[src/rtl/raptor64_divider.sv]
// Radix-2 restoring divider: signed/unsigned WID-bit divide with a fixed
// WID+1 cycle latency and a single-cycle divide-by-zero shortcut.
module raptor64_divider #(
   parameter int WID = 64
) (
   input  logic           clk,
   input  logic           rst,
   input  logic           ld,
   input  logic           sgn,
   input  logic [WID-1:0] a,
   input  logic [WID-1:0] b,
   output logic [WID-1:0] qo,
   output logic [WID-1:0] ro,
   output logic           done,
   output logic           busy,
   output logic           dvByZr
);

   localparam int CW = $clog2(WID + 1);

   typedef enum logic [1:0] {
      IDLE = 2'd0,
      DIV  = 2'd1,
      FIX  = 2'd2
   } state_t;

   state_t         r_state;
   state_t         w_state_nxt;
   logic [CW-1:0]  r_cnt;
   logic [WID-1:0] r_rem;
   logic [WID-1:0] r_quo;
   logic [WID-1:0] r_dvs;
   logic [WID-1:0] r_a;
   logic           r_sgn;
   logic           r_bneg;
   logic           r_dbz;

   logic [WID-1:0] w_amag;
   logic [WID-1:0] w_bmag;
   logic [WID:0]   w_shift;
   logic [WID-1:0] w_sub;
   logic           w_borrow;
   logic           w_qneg;
   logic           w_rneg;
   logic [WID-1:0] w_qfix;
   logic [WID-1:0] w_rfix;

   // Magnitudes as WID-bit unsigned values; the most negative input maps to 2^(WID-1).
   assign w_amag   = (sgn && a[WID-1]) ? (~a + WID'(1)) : a;
   assign w_bmag   = (sgn && b[WID-1]) ? (~b + WID'(1)) : b;
   assign w_shift  = {r_rem, r_quo[WID-1]};
   assign w_borrow = (w_shift < {1'b0, r_dvs});
   assign w_sub    = w_shift[WID-1:0] - r_dvs;
   assign w_qneg   = r_sgn & (r_a[WID-1] ^ r_bneg);
   assign w_rneg   = r_sgn & r_a[WID-1];
   assign w_qfix   = w_qneg ? (~r_quo + WID'(1)) : r_quo;
   assign w_rfix   = w_rneg ? (~r_rem + WID'(1)) : r_rem;

   // State register.
   always_ff @(posedge clk) begin
      if (rst) begin
         r_state <= IDLE;
      end else begin
         r_state <= w_state_nxt;
      end
   end

   // Next-state logic; a zero divisor jumps straight to the completion state.
   always_comb begin
      w_state_nxt = r_state;
      case (r_state)
         IDLE: begin
            if (ld) begin
               w_state_nxt = (b == {WID{1'b0}}) ? FIX : DIV;
            end else begin
               w_state_nxt = IDLE;
            end
         end
         DIV: begin
            if (r_cnt == CW'(1)) begin
               w_state_nxt = FIX;
            end else begin
               w_state_nxt = DIV;
            end
         end
         FIX:     w_state_nxt = IDLE;
         default: w_state_nxt = IDLE;
      endcase
   end

   // Datapath and registered outputs.
   always_ff @(posedge clk) begin
      if (rst) begin
         r_cnt  <= {CW{1'b0}};
         r_rem  <= {WID{1'b0}};
         r_quo  <= {WID{1'b0}};
         r_dvs  <= {WID{1'b0}};
         r_a    <= {WID{1'b0}};
         r_sgn  <= 1'b0;
         r_bneg <= 1'b0;
         r_dbz  <= 1'b0;
         qo     <= {WID{1'b0}};
         ro     <= {WID{1'b0}};
         done   <= 1'b0;
         busy   <= 1'b0;
         dvByZr <= 1'b0;
      end else begin
         case (r_state)
            IDLE: begin
               if (ld) begin
                  r_sgn  <= sgn;
                  r_a    <= a;
                  r_bneg <= b[WID-1];
                  r_dvs  <= w_bmag;
                  r_rem  <= {WID{1'b0}};
                  r_quo  <= w_amag;
                  r_cnt  <= CW'(WID);
                  r_dbz  <= (b == {WID{1'b0}});
                  done   <= 1'b0;
                  dvByZr <= 1'b0;
                  busy   <= 1'b1;
               end
            end
            DIV: begin
               r_rem <= w_borrow ? w_shift[WID-1:0] : w_sub;
               r_quo <= {r_quo[WID-2:0], ~w_borrow};
               r_cnt <= r_cnt - CW'(1);
            end
            FIX: begin
               if (r_dbz) begin
                  qo     <= {WID{1'b1}};
                  ro     <= r_a;
                  dvByZr <= 1'b1;
               end else begin
                  qo <= w_qfix;
                  ro <= w_rfix;
               end
               done <= 1'b1;
               busy <= 1'b0;
            end
            default: begin
               busy <= 1'b0;
            end
         endcase
      end
   end

endmodule
[config.mk]
export PLATFORM = sky130hd
export DESIGN_NAME = raptor64_divider
export DESIGN_NICKNAME = d
export VERILOG_FILES = /design/src/rtl/raptor64_divider.sv
export SDC_FILE = /design/constraint.sdc
export NUM_CORES = 1
export LEC_CHECK = 0
export CAP_MARGIN = 20
export CORE_MARGIN = 2
export CORE_UTILIZATION = 39
export CTS_CLUSTER_SIZE = 14
export DETAILED_ROUTE_END_ITERATION = 16
export PLACE_DENSITY = 0.6
export SYNTH_ARGS = -nofsm -noshare
export SYNTH_HDL_FRONTEND = slang
export SYNTH_SLANG_ARGS = --single-unit
[constraint.sdc]
create_clock -name clk -period 9.75 [get_ports clk]
set_clock_uncertainty 0.1 [all_clocks]
set_input_delay 0.975 -clock clk [delete_from_list [all_inputs] [get_ports clk]]
set_output_delay 0.975 -clock clk [all_outputs]
set_load 0.03 [all_outputs]
* Yosys cells after proc, flatten, opt, wreduce, memory -nomap -nowiden
Cells that the tools add are included.
** Storage, ports and cells
- Bits in registers :: 399
- Latch bits :: 0
- Memory bits (writable) :: 0
- Bits in read-only memories :: 0
- Input port bits :: 132
- Output and inout bits :: 131
- Word-level logic and storage cells :: 69
- Memories :: 0
** Operators by class
- Add/sub/neg operators :: 6
- $mul :: 0
- Divide/modulo/power cells :: 0
- Magnitude comparators :: 1
- Eq/ne operators :: 5
- Shifts and indexed selects :: 0
- Mux-type cells :: 23
- Bitwise logic cells :: 9
- Reduce and logical (&&, ||, !) cells :: 11
** Operators by type and width (count)
- $mux 64 :: 9
- $add 64x1->64 const B :: 4
- $not 64->64 :: 4
- $pmux 64 s2 :: 2
- $lt 65x64->1 :: 1
- $logic_not 64->1 :: 1
- $sub 64x64->64 :: 1
- $pmux 7 s2 :: 1
- $reduce_and 2->1 :: 4
- $eq 7x1->1 const B :: 1
- $mux 7 :: 1
- $sub 7x1->7 const B :: 1
- $mux 2 :: 3
- $pmux 1 s2 :: 3
- $ne 2x2->1 const B :: 2
- $pmux 2 s2 :: 1
- $reduce_bool 2->1 :: 2
- $mux 1 :: 3
- $reduce_and 3->1 :: 1
- $and 1x1->1 :: 2
- $eq 2x1->1 const B :: 1
- $eq 2x2->1 const B :: 1
- $logic_and 1x1->1 :: 2
- $logic_not 2->1 :: 1
- other kinds (2) :: 3

* Longest topological paths before layout
Gate-level depths: netlist of run 1.
- Depth in word-level cells :: 5
- Mapped depth :: 16
- Depth with buffers taken out :: 14

* Worst setup path after synthesis of run 1
OpenSTA, ideal clock, no wires.
- Path type :: input port to flip-flop
- From :: input b[15]
- To :: register r_dvs[63]
- Library setup time :: 0.067 ns
- Arrival :: 3.719 ns
- Required time :: 9.583 ns
- Setup slack :: 5.864 ns
- Cell stages on the path :: 10
- Path buffers :: 0
- Cells stage by stage :: or4_4 or4_4 or4_4 or4_4 nor2_4 and3_4 and2_4 nand2_1 a21o_1 a21oi_2
** On the way
- Word-level cells in the longest chain between the ends :: 3
** RTL lines
- start, declared :: line 11 : input logic [WID-1:0] b,
- $not 64->64 :: line 50 : assign w_bmag = (sgn && b[WID-1]) ? (~b + WID'(1)) : b;
- $add 64x1->64 :: line 50
- $mux 64 :: line 50
- end signal, assigned :: line 97 : r_dvs <= {WID{1'b0}};
- end signal, assigned :: line 114 : r_dvs <= w_bmag;
- end, declared :: line 32 : logic [WID-1:0] r_dvs;
No other way between the ends.
A chain may end at the register's enable or synchronous reset.

* Worst setup path in the final report of run 1
- From :: register r_quo[63]
- To :: register r_rem[54]
** On the way
- Word-level cells in the longest chain between the ends :: 3
- Elaborated cells between the ends (all ways) :: 4
- Classes of those cells :: add/sub: 1; order compare: 1; mux: 2
** RTL lines
- start, declared :: line 31 : logic [WID-1:0] r_quo;
- start signal, assigned :: line 96 : r_quo <= {WID{1'b0}};
- start signal, assigned :: line 116 : r_quo <= w_amag;
- start signal, assigned :: line 126 : r_quo <= {r_quo[WID-2:0], ~w_borrow};
- $sub 64x64->64 / $lt 65x64->1 (equally long branches) :: line 53, 52
- $mux 64 * :: line 125 : r_rem <= w_borrow ? w_shift[WID-1:0] : w_sub;
- $pmux 64 s2 * :: line 108 : case (r_state)
- end signal, assigned :: line 95 : r_rem <= {WID{1'b0}};
- end signal, assigned :: line 115 : r_rem <= {WID{1'b0}};
- end signal, assigned :: line 125
- end, declared :: line 30 : logic [WID-1:0] r_rem;
Every way passes the cells marked *; elsewhere a longest branch is shown, timed or not.

==> results of run 1 <==
-- power breakdown --
group | internal [mW] | switching (mW)
clock network | 0.979 | 0.722
logic | 1.67 | 2.83
registers | 1.81 | 0.321
-- worst max-delay path, cell delays in order (launching register included) --
cell	delay (ns)
dfxtp_1	0.47
inv_1	0.15
ha_1	0.27
inv_1	0.08
fa_1	0.20
a21oi_1	0.10
o21ai_0	0.40
a21oi_1	0.24
o31ai_1	0.57
a21oi_1	0.35
o21ai_0	0.60
a21boi_0	0.34
o2111ai_1	0.26
o221ai_1	0.14
-- how the worst min path moves through the flow --
stage          startpoint  cells past startpoint  slack, ns        end
6_report        r_dvs[32]                      2       0.35  r_dvs[32]
5_1_grt           r_a[34]                      2       0.37    r_a[34]
4_1_cts         r_dvs[32]                      2       0.35  r_dvs[32]
3_5_place_dp      r_a[51]                      2       0.35    r_a[51]
3_3_place_gp    r_dvs[32]                      2       0.34  r_dvs[32]
2_1_floorplan   r_dvs[55]                      2       0.33  r_dvs[55]
-- logic make-up (layout without fill, tap and decap cells) --
group	after synthesis	count (layout)	share of synthesized area [%]
flops	399	399	33.2
simple gates	1114	1114	20.5
buf+inv	338	492	5.28
xor+xnor	288	288	10.5
compound gates	1006	1006	26.1
mux	17	17	0.769
other cells	0	1	0
fa+ha+maj	71	71	3.72
-- sequential cells by signal (all words and copies together) (netlist names), 2 cells and up --
register and count:
r_quo 64, ro 64, r_state 2, qo 64, r_cnt 7, r_a 64, r_rem 64, r_dvs 64
-- stage by stage --
stage          cell area (sq um)  total power [mW]  hold slack (ns)  instances  worst slack [ns]
3_5_place_dp               27100              6.58            0.346       4096              4.67
5_1_grt                    28600              8.92            0.367       4178              4.78
4_1_cts                    28600              8.30            0.353       4176              5.27
3_3_place_gp               27100              6.60            0.341       4096              4.79
2_1_floorplan              24100              5.35            0.325       3233              5.86
6_report                   28600              8.33            0.349       4178              5.30
-- layer usage --
layer  track usage, %  up-vias  share of wire [%]
met5                0        -              0.059
met4             5.44        8                2.1
met3             3.20      103                5.9
met2             36.2      684                 43
met1             34.8    10729                 49
li1                 -    11740                  -
-- layout make-up --
cell class                 count  area share [%]
inverter                     120            1.57
multi-input combinational   2496            51.9
clock inverter                13           0.437
timing repair buffer         292            10.0
antenna                        1         0.00874
clock buffer                  67            4.68
sequential                   399            27.9
tap                          790            3.45
-- cell usage after synthesis (all sizes together) (24+ instances only) --
cell type,n
nor2,304
or4,24
nand4,28
or3,32
inv,119
nand3,29
a31oi,27
o22ai,71
ha,70
clkbuf,203
xor2,127
nor3,71
nand2,509
o31ai,39
o41ai,25
o211ai,43
a22oi,107
a211oi,55
xnor2,161
a21oi,392
nor4,37
dfxtp,399
o21ai,125
==> impl_results.md, run 1 <==
* GPL Wtd Cong at 0.939
* VDD IR max at 183 uV
* Antenna violations before repair at 6
* Final Max Tran Viols at 0
* Synth area leaders: dfxtp_1 33%, a21oi_1 8.1%, nand2_1 7.9%, xnor2_1 5.9%, nor2_1 4.7%
* Main flop type after synthesis: dfxtp_1
* Area grow syn2layout at 19.0%
* Post-CTS sizing at 0
* Worst R2R End: r_rem[54]
* Yosys reg bits at 399
* Routed Wire Length at 78000 microns
* First-pass DRT Iterations at 6
* Post-Synthesis Cells at 3233
* Period utilisation layout at 45.6%
* Worst r2r path cells at 13
* Footprint of the multi-input gates at 0.0149 sq mm
* Syn Area/Cell at 7.44 sq um
* CP Max Fanout at 5
* Nets at 3557
* Synth area leader: dfxtp_1
* Fmax at 225 MHz
* Status: complete, no violations
* Netlist Area Pre-Place at 0.0241 sq mm
* Vias per cell at 5.57
* Yosys Warn Count at 0
* FFs w/ async S/R, synth at 0%
* ANT nets after route at 0
* Die area at 0.0637 sq mm
* Req. time, crit path at 10.09 ns
* Tmin final at 4.45 ns
* Min-Delay Path Class: reg2reg
* Area share of the largest cell type after synthesis at 33.2%
* Worst setup path start: r_quo[63]
* Layout cells sized above 1 at 4.49%
* Max Cap Viol at 0
* Mapped Nets at 3436
* DRC at 0
* Worst reg2reg setup slack at 5.30 ns
* Largest net degree at the start of global routing at 102
* Core Footprint at 0.0614 sq mm
* Reg area at 0.00799 sq mm
* Row cnt at 91
* DR iter-0 viols at 1784
* Htree depth at 2
* Die X-Extent at 252 microns
* Clock root buffer: clkbuf_16
* Vias in the first global route at 21.2k
* Post-CTS setup buffers at 0
* Top-Level Pins at 263
* CP Capture Point: r_rem[54]
* Number of synthesized flops with an enable pin at 0
* CTS Hold Bufs at 0
* Grt total ovfl at 0
* Clock Latency Late Sink at 0.60 ns
* Setup TNS Final at 0 ns
* IO Port Bufs at 262
* Commonest non-fill, non-tap cell in the layout: nand2_1
* CTS tree: done
* GRT Overall Usage at 23.6%
* Most frequent cells in the layout: 506 x nand2_1, 398 x dfxtp_1, 391 x a21oi_1, 299 x nor2_1, 261 x clkdlybuf4s50_1
* Hpwl dp at 58300 microns
* Vias at 23.3k
* CP Capture Type: register
* RR Startpoint: r_quo[63]
* # clock sinks at 399
* Worst EP arrival at 4.78 ns
* Routed len/inst at 18.7 microns
* Finished Core Util at 46.6%
* Starting Density at 39.2%
* Fillers at 6176
* Worst Path Class, Setup: reg2reg
* CTS Buf Count at 45
* Sequential area share after synthesis at 33.2%
* Synth unique cells at 72
* RSZ-0062 raised after global routing: no
* Power per Cell Area at 291 mW/mm^2
* Final setup fails at 0
* Final Hold Viols at 0
* First-pass GRT wire length at 122000 microns
* Slew @ Worst Pin at 1.08 ns
* Lkg Pwr at 10.7 nW
* Die height at 252 microns
* CTS Buffer Depth at 3
* Worst slew margin at 28.2%
* Clock Pin Slew Worst Setup and Hold Paths at 0.06 ns
* Startpoint types: register
Note: power is estimated with default switching activity, not from simulation.
==> run 2, diff against run 1 <==
==> constraint.sdc (replaced) <==
create_clock -name clk -period 4.1 [get_ports clk]
set_clock_uncertainty 0.1 [all_clocks]
set_input_delay 0.41 -clock clk [delete_from_list [all_inputs] [get_ports clk]]
set_output_delay 0.41 -clock clk [all_outputs]
set_load 0.03 [all_outputs]
==> impl_results.md, run 2 (synthesis gave the netlist of run 1 again) <==
* Die area at 0.0637 sq mm (unchanged)
* Power per Cell Area at 705 mW/mm^2 (+140%)
* Layout cells sized above 1 at 6.44% (+2.0 points)
* Grt total ovfl at 0 (unchanged)
* Nets at 3633 (+2.1%)
* Max Cap Viol at 0 (unchanged)
* Placed Instance Area at 0.0278 sq mm (+2.4%)
* Routed len/inst at 18.6 microns (-0.32%)
* First-pass DRT Iterations at 5 (-1)
* Largest net degree at the start of global routing at 137 (+34%)
* Vias at 23.5k (+1.2%)
* DRC at 0 (unchanged)
* Core Footprint at 0.0614 sq mm (unchanged)
* Clock root buffer: clkbuf_16
* CTS tree: done
* RSZ-0062 raised after global routing: no
* Hold Slack at 0.232 ns (-0.116 ns)
* GPL Wtd Cong at 0.906 (-3.5%)
* Htree depth at 2 (unchanged)
* Row cnt at 91 (unchanged)
* CP max stage cell: or4_1
* Worst Path Class, Setup: reg2reg
* Final Max Tran Viols at 0 (unchanged)
* Most frequent cells in the layout: 506 x nand2_1, 398 x dfxtp_1, 391 x a21oi_1, 299 x nor2_1, 261 x clkdlybuf4s50_1
* VDD IR max at 487 uV (+170%)
* Fin cells at 4252 (+1.8%)
* Place WS at 0.0269 ns (-4.64 ns)
* Area grow syn2layout at 21.7%
* GRT Overall Usage at 23.9% (+0.28 points)
* ANT nets after route at 0 (unchanged)
* Routed Wire Length at 79100 microns (+1.4%)
* Setup TNS Final at 0 ns (unchanged)
* Status: complete, no violations
* Top-Level Pins at 263 (unchanged)
* Tmin final at 3.80 ns (-0.649 ns)
* Commonest non-fill, non-tap cell in the layout: nand2_1
* Finished Core Util at 47.7% (+1.1 points)
* Cell Chain, Critical Path: inv_1 > ha_1 > nor2b_1 > o31a_1 > a221oi_1 > buf_4 > or4_1 > o32ai_1 > a2111oi_0 > buf_4 > a31oi_1 > a21boi_0 > buf_4 > or4_1 > nand3_1
* Startpoint types: register
* First-pass GRT wire length at 123000 microns (+0.82%)
* Reg area at 0.00799 sq mm (unchanged)
* Die height at 252 microns (unchanged)
* Worst EP arrival at 4.22 ns (-0.56 ns)
* Vias per cell at 5.54 (-0.54%)
* Fillers at 6214 (+0.62%)
* IO Port Bufs at 262 (unchanged)
* Post-CTS setup buffers at 0 (unchanged)
* CP peak stage delay at 0.57 ns (-0.03 ns)
* Fin area at 0.0293 sq mm (+2.4%)
* Clock Latency Late Sink at 0.59 ns (about the same)
* CTS Buffer Depth at 3 (unchanged)
* Die X-Extent at 252 microns (unchanged)
* Footprint of the multi-input gates at 0.0148 sq mm (-0.10%)
* Final setup margin at 0.302 ns (-5.00 ns)
* CP Capture Type: register
* Slew @ Worst Pin at 1.03 ns (-0.0418 ns)
* DR iter-0 viols at 1808 (+1.3%)
* Hpwl dp at 59200 microns (+1.6%)
* Buf+Inv Stages, Crit Path at 4 (+2)
* Starting Density at 39.2% (unchanged)
* Antenna violations before repair at 5 (-1)
* Lkg Pwr at 11.1 nW (+4.0%)
* CTS Hold Bufs at 0 (unchanged)
* Min-Delay Path Class: in2reg
* Req. time, crit path at 4.52 ns (-5.57 ns)
* Vias in the first global route at 21.6k (+1.8%)
* Post-CTS sizing at 0 (unchanged)
* Clock Pin Slew Worst Setup and Hold Paths at 0.06 ns (about the same)
* Final Hold Viols at 0 (unchanged)
* Most common cell on crit path: buf_4
* Power, Total at 20.7 mW (+150%)
* Period utilisation layout at 92.6% (+47 points)
* Delay-heaviest family, CP: simple AND/OR/NAND/NOR gates
* Fmax at 263 MHz (+17%)
* CP Max Fanout at 4 (-1)
* CTS Buf Count at 46 (+2.2%)
* Worst slew margin at 31.0% (+2.8 points)
* # clock sinks at 399 (unchanged)
* Cells after DPL at 4172 (+1.9%)
* Final setup fails at 0 (unchanged)
-- run 2: changes by cell type in the layout (fill, tap and decap cells not counted), moves of 3 or more --
cell	previous run	this run
buf_4	29	98
bufinv_16	1	4
clkbuf_8	13	7
buf_12	0	6
-- run 2: per-layer routing --
layer,track usage [%],part of all wire (%),vias to the layer above,routed length (microns)
met4,6.91,2.7,8,2100
met2,36.4,43,622,33900
li1,-,-,11905,-
met3,2.94,5.2,118,4100
met5,0,0.068,-,54
met1,35.0,49,10896,39000
-- run 2: area by class of cell --
type / count / area share, %
antenna: 1 / 0.00854
sequential: 399 / 27.3
clock buffer: 65 / 4.48
inverter: 120 / 1.54
tap: 790 / 3.37
clock inverter: 14 / 0.683
multi-input combinational: 2496 / 50.7
timing repair buffer: 367 / 12.0
-- run 2: final timing paths --
path                to  cells past startpoint  startpoint  slack, ns
min           r_cnt[0]                      2         rst       0.23
max reg2reg  r_rem[59]                     15   r_quo[63]       0.30
min reg2reg  r_dvs[55]                      2   r_dvs[55]       0.35
max          r_rem[59]                     15   r_quo[63]       0.30
-- run 2: where the power goes --
group,switching (mW),total [mW],internal [mW],leakage [nW]
Clock,1.71,4.19,2.48,0.745
Sequential,0.569,4.87,4.30,3.25
Combinational,7.06,11.6,4.56,7.10
Total,9.33,20.7,11.3,11.1
